--- src/rtl/mem_bus_arbiter_pkg.sv ---
// Shared encodings for the memory data bus: access types and arbiter state codes.
package mem_bus_arbiter_pkg;

  localparam int MEM_ACCESS_W = 2;
  localparam logic [MEM_ACCESS_W-1:0] ACC_NONE = 2'd0;
  localparam logic [MEM_ACCESS_W-1:0] ACC_R    = 2'd1;
  localparam logic [MEM_ACCESS_W-1:0] ACC_W    = 2'd2;
  localparam logic [MEM_ACCESS_W-1:0] ACC_X    = 2'd3;

  localparam int ARB_STATE_W = 2;
  localparam logic [ARB_STATE_W-1:0] ARB_S_ARB  = 2'd0;
  localparam logic [ARB_STATE_W-1:0] ARB_S_GNT0 = 2'd1;
  localparam logic [ARB_STATE_W-1:0] ARB_S_GNT1 = 2'd2;

  localparam int LOCK_CNT_W = 8;

endpackage

--- src/rtl/mem_bus_arbiter_arb_pick.sv ---
// Combinational winner selection between two requesters.
module arb_pick #(
  parameter bit FIXED_PRIO = 1'b0
) (
  input  logic req0,
  input  logic req1,
  input  logic rr_last,
  output logic valid,
  output logic pick
);

  always_comb begin
    valid = req0 | req1;
    if (req0 && req1) begin
      // on a tie round-robin favours whichever master was not served last
      pick = FIXED_PRIO ? 1'b0 : ~rr_last;
    end else begin
      pick = req1;
    end
  end

endmodule

--- src/rtl/mem_bus_arbiter.sv ---
// Two-master, one-slave memory bus arbiter with lock support and lock timeout.
//  state | meaning
//  ARB   | no grant, choose next master
//  GNT0  | master 0 owns the slave bus
//  GNT1  | master 1 owns the slave bus
module mem_bus_arbiter
  import mem_bus_arbiter_pkg::*;
#(
  parameter bit FIXED_PRIO = 1'b0,
  parameter int LOCK_MAX   = 64
) (
  input  logic                    clk,
  input  logic                    res,
  input  logic [31:0]             m0_addr,
  input  logic [31:0]             m0_dataOut,
  input  logic [MEM_ACCESS_W-1:0] m0_accessType,
  input  logic                    m0_lock,
  output logic [31:0]             m0_dataIn,
  output logic                    m0_ready,
  input  logic [31:0]             m1_addr,
  input  logic [31:0]             m1_dataOut,
  input  logic [MEM_ACCESS_W-1:0] m1_accessType,
  input  logic                    m1_lock,
  output logic [31:0]             m1_dataIn,
  output logic                    m1_ready,
  output logic [31:0]             s_addr,
  output logic [31:0]             s_dataOut,
  output logic [MEM_ACCESS_W-1:0] s_accessType,
  input  logic [31:0]             s_dataIn,
  input  logic                    s_ready,
  output logic                    lock_err
);

  localparam logic [LOCK_CNT_W-1:0] LOCK_LAST = LOCK_CNT_W'(LOCK_MAX - 1);
  localparam logic [LOCK_CNT_W-1:0] CNT_SAT   = '1;

  logic [ARB_STATE_W-1:0] state, state_nxt;
  logic                   rr_last, rr_nxt;
  logic [LOCK_CNT_W-1:0]  lock_cnt, cnt_nxt;
  logic                   pick_valid, pick;
  logic                   gnt0, gnt1, granted;
  logic [MEM_ACCESS_W-1:0] g_acc;
  logic                   g_lock, g_idle, timeout;

  arb_pick #(.FIXED_PRIO(FIXED_PRIO)) u_pick (
    .req0    (m0_accessType != ACC_NONE),
    .req1    (m1_accessType != ACC_NONE),
    .rr_last (rr_last),
    .valid   (pick_valid),
    .pick    (pick)
  );

  always_comb begin
    gnt0    = (state == ARB_S_GNT0);
    gnt1    = (state == ARB_S_GNT1);
    granted = gnt0 | gnt1;
    g_acc   = gnt1 ? m1_accessType : m0_accessType;
    g_lock  = gnt1 ? m1_lock : m0_lock;
    g_idle  = (g_acc == ACC_NONE);
    // only an idle locked grant can time out, never one with an access in flight
    timeout = granted && g_lock && g_idle && !s_ready && (lock_cnt >= LOCK_LAST);
  end

  always_comb begin
    state_nxt = state;
    rr_nxt    = rr_last;
    cnt_nxt   = lock_cnt;
    case (state)
      ARB_S_ARB: begin
        cnt_nxt = '0;
        if (pick_valid) state_nxt = pick ? ARB_S_GNT1 : ARB_S_GNT0;
      end
      ARB_S_GNT0, ARB_S_GNT1: begin
        if (s_ready) begin
          cnt_nxt = '0;
          if (!g_lock) begin
            state_nxt = ARB_S_ARB;
            rr_nxt    = gnt1;
          end
        end else if (g_idle && !g_lock) begin
          state_nxt = ARB_S_ARB;
          cnt_nxt   = '0;
        end else if (timeout) begin
          state_nxt = ARB_S_ARB;
          rr_nxt    = gnt1;
          cnt_nxt   = '0;
        end else if (lock_cnt != CNT_SAT) begin
          cnt_nxt = lock_cnt + 1'b1;
        end
      end
      default: state_nxt = ARB_S_ARB;
    endcase
  end

  always_ff @(posedge clk or negedge res) begin
    if (!res) begin
      state    <= ARB_S_ARB;
      rr_last  <= 1'b1;
      lock_cnt <= '0;
      lock_err <= 1'b0;
    end else begin
      state    <= state_nxt;
      rr_last  <= rr_nxt;
      lock_cnt <= cnt_nxt;
      lock_err <= timeout;
    end
  end

  always_comb begin
    s_addr       = '0;
    s_dataOut    = '0;
    s_accessType = ACC_NONE;
    if (gnt0) begin
      s_addr       = m0_addr;
      s_dataOut    = m0_dataOut;
      s_accessType = m0_accessType;
    end else if (gnt1) begin
      s_addr       = m1_addr;
      s_dataOut    = m1_dataOut;
      s_accessType = m1_accessType;
    end
    m0_ready  = gnt0 & s_ready;
    m1_ready  = gnt1 & s_ready;
    m0_dataIn = gnt0 ? s_dataIn : '0;
    m1_dataIn = gnt1 ? s_dataIn : '0;
  end

endmodule

--- config.mk ---
export PLATFORM = sky130hd
export DESIGN_NAME = mem_bus_arbiter
export DESIGN_NICKNAME = d
export VERILOG_FILES = /design/src/rtl/mem_bus_arbiter_pkg.sv /design/src/rtl/mem_bus_arbiter_arb_pick.sv /design/src/rtl/mem_bus_arbiter.sv
export SDC_FILE = /design/constraint.sdc
export NUM_CORES = 1
export LEC_CHECK = 0
export ABC_AREA = 1
export CORE_AREA = 2 2 118 120
export DETAILED_ROUTE_END_ITERATION = 10
export DIE_AREA = 0 0 120 122
export PLACE_DENSITY = 0.57
export SYNTH_ARGS = -nofsm -noshare
export SYNTH_HDL_FRONTEND = slang
export SYNTH_SLANG_ARGS = --single-unit
--- constraint.sdc ---
create_clock -name clk -period 4.8 [get_ports clk]
set_input_delay 0.72 -clock clk [delete_from_list [all_inputs] [get_ports clk]]
set_output_delay 0.72 -clock clk [all_outputs]
set_load 0.01 [all_outputs]
Yosys cells after proc, flatten, opt, wreduce, memory -nomap -nowiden
Cells that the tools add are included.
{"block": "op_classes", "addsub": 1, "n_lt_le_gt_ge": 1, "n_eq_ne": 9, "muxes": 27, "bitwise": 5, "reduce_logical": 18}
{"operator": "$mux W32", "count": 6}
{"operator": "$mux W8", "count": 4}
{"operator": "$mux W2", "count": 9}
{"operator": "$pmux W8 S2", "count": 1}
{"operator": "$add A8 B1 Y8 const B", "count": 1}
{"operator": "$ge A8 B6 Y1 const B", "count": 1}
{"operator": "$ne A8 B8 Y1 const B", "count": 1}
{"operator": "$reduce_bool A2 Y1", "count": 4}
{"operator": "$logic_and A1 B1 Y1", "count": 6}
{"operator": "$mux W1", "count": 6}
{"operator": "$ne A2 B2 Y1 const B", "count": 3}
{"operator": "$ne A5 B5 Y1 const B", "count": 1}
{"operator": "$logic_not A2 Y1", "count": 2}
{"operator": "$ne A4 B4 Y1 const B", "count": 1}
{"operator": "$pmux W2 S2", "count": 1}
{"operator": "$reduce_and A4 Y1", "count": 1}
{"operator": "$ne A3 B3 Y1 const B", "count": 1}
{"operator": "$reduce_and A3 Y1", "count": 1}
{"operator": "$and A1 B1 Y1", "count": 2}
{"operator": "$eq A2 B1 Y1 const B", "count": 1}
{"operator": "$eq A2 B2 Y1 const B", "count": 1}
{"operator": "$logic_not A1 Y1", "count": 2}
{"operator": "$or A1 B1 Y1", "count": 2}
{"operator": "$reduce_and A2 Y1", "count": 1}
{"operator": "other kinds (2)", "count": 2}
{"block": "totals", "register_bits": 12, "output_inout_bits": 133, "elab_cells": 65}

Depth between registers and ports, before layout
{"block": "depth", "ltp_word": 10, "depth_mapped": 12}

By module
From an unflattened synthesis, not the netlist that was laid out.
{"block": "hier_totals", "cells_unflattened": 477, "hier_area_um2": 2293.4}
{"mod": "mem_bus_arbiter", "n_inst": 1, "cells_each": 474, "area_per_inst_um2": 2278.4, "seq_area_each_um2": 301.5}
{"mod": "arb_pick", "n_inst": 1, "cells_each": 3, "area_per_inst_um2": 15.0, "seq_area_each_um2": 0.0}

Worst setup path after synthesis
No wires, ideal clock.
{"block": "synth_path", "path_type": "reg-to-output", "from": "reg state[1]", "to": "out m0_dataIn[22]", "t_arrival_ns": 1.375, "t_required_ns": 4.080, "setup_slack_ns": 2.705, "path_stages_with_launch": 8, "n_path_buf": 3, "cell_sequence": "dfrtp_1 > inv_1 > ha_1 > buf_2 > buf_2 > buf_1 > nand2_1 > inv_1"}
{"block": "synth_via", "elab_chain_len": 2}
{"item": "start: declaration", "line": "mem_bus_arbiter.sv:37", "text": "logic [ARB_STATE_W-1:0] state, state_nxt;"}
{"item": "start signal: assignment", "line": "mem_bus_arbiter.sv:102", "text": "state <= state_nxt;"}
{"item": "$eq A2 B1 Y1", "line": "mem_bus_arbiter.sv:54", "text": "gnt0 = (state == ARB_S_GNT0);"}
{"item": "$mux W32", "line": "mem_bus_arbiter.sv:124", "text": "m0_dataIn = gnt0 ? s_dataIn : '0;"}
{"item": "end: declaration", "line": "mem_bus_arbiter.sv:18", "text": "output logic [31:0] m0_dataIn,"}
Every way passes these cells.

Worst setup path after layout
{"block": "layout_path", "from": "reg state[0]", "to": "out s_dataOut[6]"}
{"block": "layout_via", "elab_chain_len": 3}
{"item": "$eq A2 B2 Y1", "line": "mem_bus_arbiter.sv:55", "text": "gnt1 = (state == ARB_S_GNT1);"}
{"item": "$mux W32", "line": "mem_bus_arbiter.sv:117", "text": "end else if (gnt1) begin"}
{"item": "$mux W32 (*)", "line": "mem_bus_arbiter.sv:113", "text": "if (gnt0) begin"}
{"item": "end: declaration", "line": "mem_bus_arbiter.sv:27", "text": "output logic [31:0] s_dataOut,"}
Mark *: on every way between the ends. The rest lies on a longest branch, timed or not.

==> results.py <==
metrics = {
    "status": {
        "status": "finished clean",
    },
    "clock_tree": {
        "clock_sink_count": 12,
        "cts_tree": "done",
        "ctsLongestPathBuffers": 2,
        "clk-insertion-delay-late_ns": 0.24,
        "post_cts_buffers": 0,
        "cts_resized": 0,
        "cts_buffers": 3,
        "cts_root_buffer": "clkbuf_16",
        "cts-hold-fix-buffers": 0,
        "h-tree-depth": 1,
        "clk_pin_slew_ns": 0.04,
    },
    "drt": {
        "routed.top_layer": "met4",
        "wl_per_cell_um": 14.5,
        "wl_met1_um": 5520,
        "viasPerCell": 4.10,
        "first_iter_violations": 218,
        "dr.pass1.iters": 4,
        "drt-total-wl_um": 13600,
        "routed-wl-met2_um": 6950,
        "drc": 0,
        "route.met3.wl_um": 910,
        "vias": 3849,
        "postRouteAntennaNets": 0,
    },
    "placed_design": {
        "dp_hpwl_um": 10700,
        "place.port_buffers": 301,
        "dp_cells": 933,
        "globalplace.congestion": 0.839,
    },
    "power": {
        "ir_drop_uv": 179,
        "power.density_nw_per_um2": 371,
        "power_leakage_nw": 2.86,
    },
    "critical_path": {
        "cp.arrival_ns": 2.66,
        "required_ns": 4.08,
        "crit_path_max_incr_delay_ns": 0.89,
        "path_max_fanout": 99,
        "start_kind": "register",
        "critPathKind": "register to output pin",
        "path_buf_inv": 2,
        "crit_chain": "inv_1 -> ha_4 -> nand3_1 -> nand2_1 -> clkdlybuf4s50_1",
        "cp-end-kind": "output pin",
        "slowest_stage": "ha_4",
        "cp_top_family": "adder cells",
    },
    "synthesis": {
        "syn_nets": 652,
        "syn_area_um2": 2270,
        "synthDistinctLibCells": 24,
        "syn_inst": 478,
        "ys_ff_latch": 12,
        "yosysWarnings": 0,
        "synth.avg_cell_area_um2": 4.75,
        "ys_seq_area_frac": 0.133,
    },
    "floorplan": {
        "io_pins": 302,
        "coreArea_um2": 13500,
        "start_util": 0.168,
        "die-area_um2": 14600,
        "die_h_um": 122,
        "rows": 43,
        "die_x_um": 120,
    },
    "timing": {
        "setup_viol": 0,
        "setup_tns_ns": 0,
        "final_hold_viol_count": 0,
        "min_period_ns": 3.38,
        "slew_headroom": 0.259,
        "slew_viol_final": 0,
        "timing.fmax_mhz": 296,
        "rsz0062_at_grt": "no",
        "finalClockSkew_ns": 0.00345,
        "fin_crit_sh": 0.704,
        "tightest_slew_ns": 1.11,
    },
    "final_layout": {
        "final_nets": 932,
        "mostFrequentLayoutCells": "clkdlybuf4s50_1 (301), nand2_1 (239), inv_1 (83), nand3_1 (75), dfrtp_1 (11)",
        "final_cells": 938,
        "syn_to_final_growth_pct": 143,
        "drive_above_1_share": 0.0291,
        "final_common_cell": "clkdlybuf4s50_1",
    },
    "global_routing": {
        "grt_pass1_vias": 3517,
        "grt.total_usage": 0.166,
        "grt_max_degree": 100,
        "antenna_found_initial": 1,
        "grt_pass1_wl_um": 19500,
        "overflow": 0,
    },
    "worst_hold_path": {
        "hold_path_class": "register to register",
    },
    "run": {
        "max_cap_violations": 0,
    },
}
-- routing by layer --
layer / track usage / vias up
li1: - / 1982
met2: 0.302 / 140
met4: 0.0360 / 0
met1: 0.203 / 1711
met3: 0.0318 / 16
met5: 0 / -
-- sequential cells by signal, summed over array words and instances (netlist names) --
register,flops
lock_err,1
state,2
lock_cnt,8
rr_last,1
-- worst register-to-register path: stages (launching register included) --
cell	delay, ns
dfrtp_1	0.40
inv_1	0.12
ha_1	0.44
nand2_1	0.08
nor2_1	0.14
nand2_1	0.08
nor2_2	0.16
nor2_1	0.13
nand3b_1	0.10
nand2_1	0.06
-- through the flow --
| stage | power [mW] | area (um^2) | hold WS [ns] | util | worst slack [ns] |
|---|---|---|---|---|---|
| after CTS | 2.07 | 5530 | 0.509 | 0.409 | 1.42 |
| after floorplan | 0.919 | 2270 | 0.424 | - | 2.71 |
| after global placement | 1.87 | 5440 | 0.487 | 0.403 | 1.70 |
| final | 2.05 | 5530 | 0.506 | 0.409 | 1.42 |
| after detailed placement | 1.89 | 5440 | 0.499 | 0.403 | 1.71 |
| after global routing | 2.21 | 5530 | 0.529 | 0.409 | 1.28 |
-- cells in the mapped netlist (all sizes together) --
master  instances  area [um^2]
nand3b          2         15.0
clkbuf         16         60.1
buf            13         60.1
nand4           3         18.8
o21ai           7         35.0
or2             3         18.8
inv            84          315
nand2         242          921
ha              5         62.6
o22ai           1         6.26
nand3          76          385
dfstp           1         26.3
nor2           10         45.1
a21oi           1         5.00
clkinv          1         5.00
dfrtp          11          275
xor2            1         8.76
o21bai          1         7.51
-- area by class of cell --
type	instances	area, um^2
Fill cell	1398	7980
Timing Repair Buffer	304	3040
Multi-Input combinational cell	352	1550
Inverter	85	320
Sequential cell	12	302
Tap cell	180	225
Clock buffer	4	88.8
Antenna cell	1	2.50
-- where the power goes --
| part | switching, mW | internal, mW | leakage (nW) |
|---|---|---|---|
| registers | 0.0151 | 0.119 | 0.161 |
| logic | 0.880 | 0.867 | 2.65 |
| clock network | 0.0444 | 0.126 | 0.0442 |
-- logic make-up (layout without fill, tap and decap cells) --
group / count (synthesis) / after routing / synth area share
AND/OR/NAND/NOR: 336 / 336 / 0.618
buffers and inverters: 114 / 393 / 0.194
flip-flops: 12 / 12 / 0.133
AO/OA/AOI/OAI: 10 / 10 / 0.0237
adder cells (fa/ha/maj): 5 / 5 / 0.0275
XOR/XNOR: 1 / 1 / 0.00386
other: 0 / 1 / 0
-- path summary, 6_finish.rpt --
| kind | end | cells past startpoint | start | slack (ns) |
|---|---|---|---|---|
| worst min register to register | lock_cnt[6]$_DFFE_PN0P_ | 2 | lock_cnt[6]$_DFFE_PN0P_ | 0.51 |
| worst max-delay path | s_dataOut[6] | 5 | state[0]$_DFFE_PN0P_ | 1.42 |
| min in group asynchronous | lock_cnt[1]$_DFFE_PN0P_ | 1 | res | 0.85 |
| max in group asynchronous | lock_cnt[5]$_DFFE_PN0P_ | 1 | res | 3.57 |
| worst max register to register | lock_cnt[6]$_DFFE_PN0P_ | 9 | state[0]$_DFFE_PN0P_ | 2.97 |
| worst min-delay path | lock_cnt[6]$_DFFE_PN0P_ | 2 | lock_cnt[6]$_DFFE_PN0P_ | 0.51 |
No activity file was read; power rests on OpenSTA's default activity.
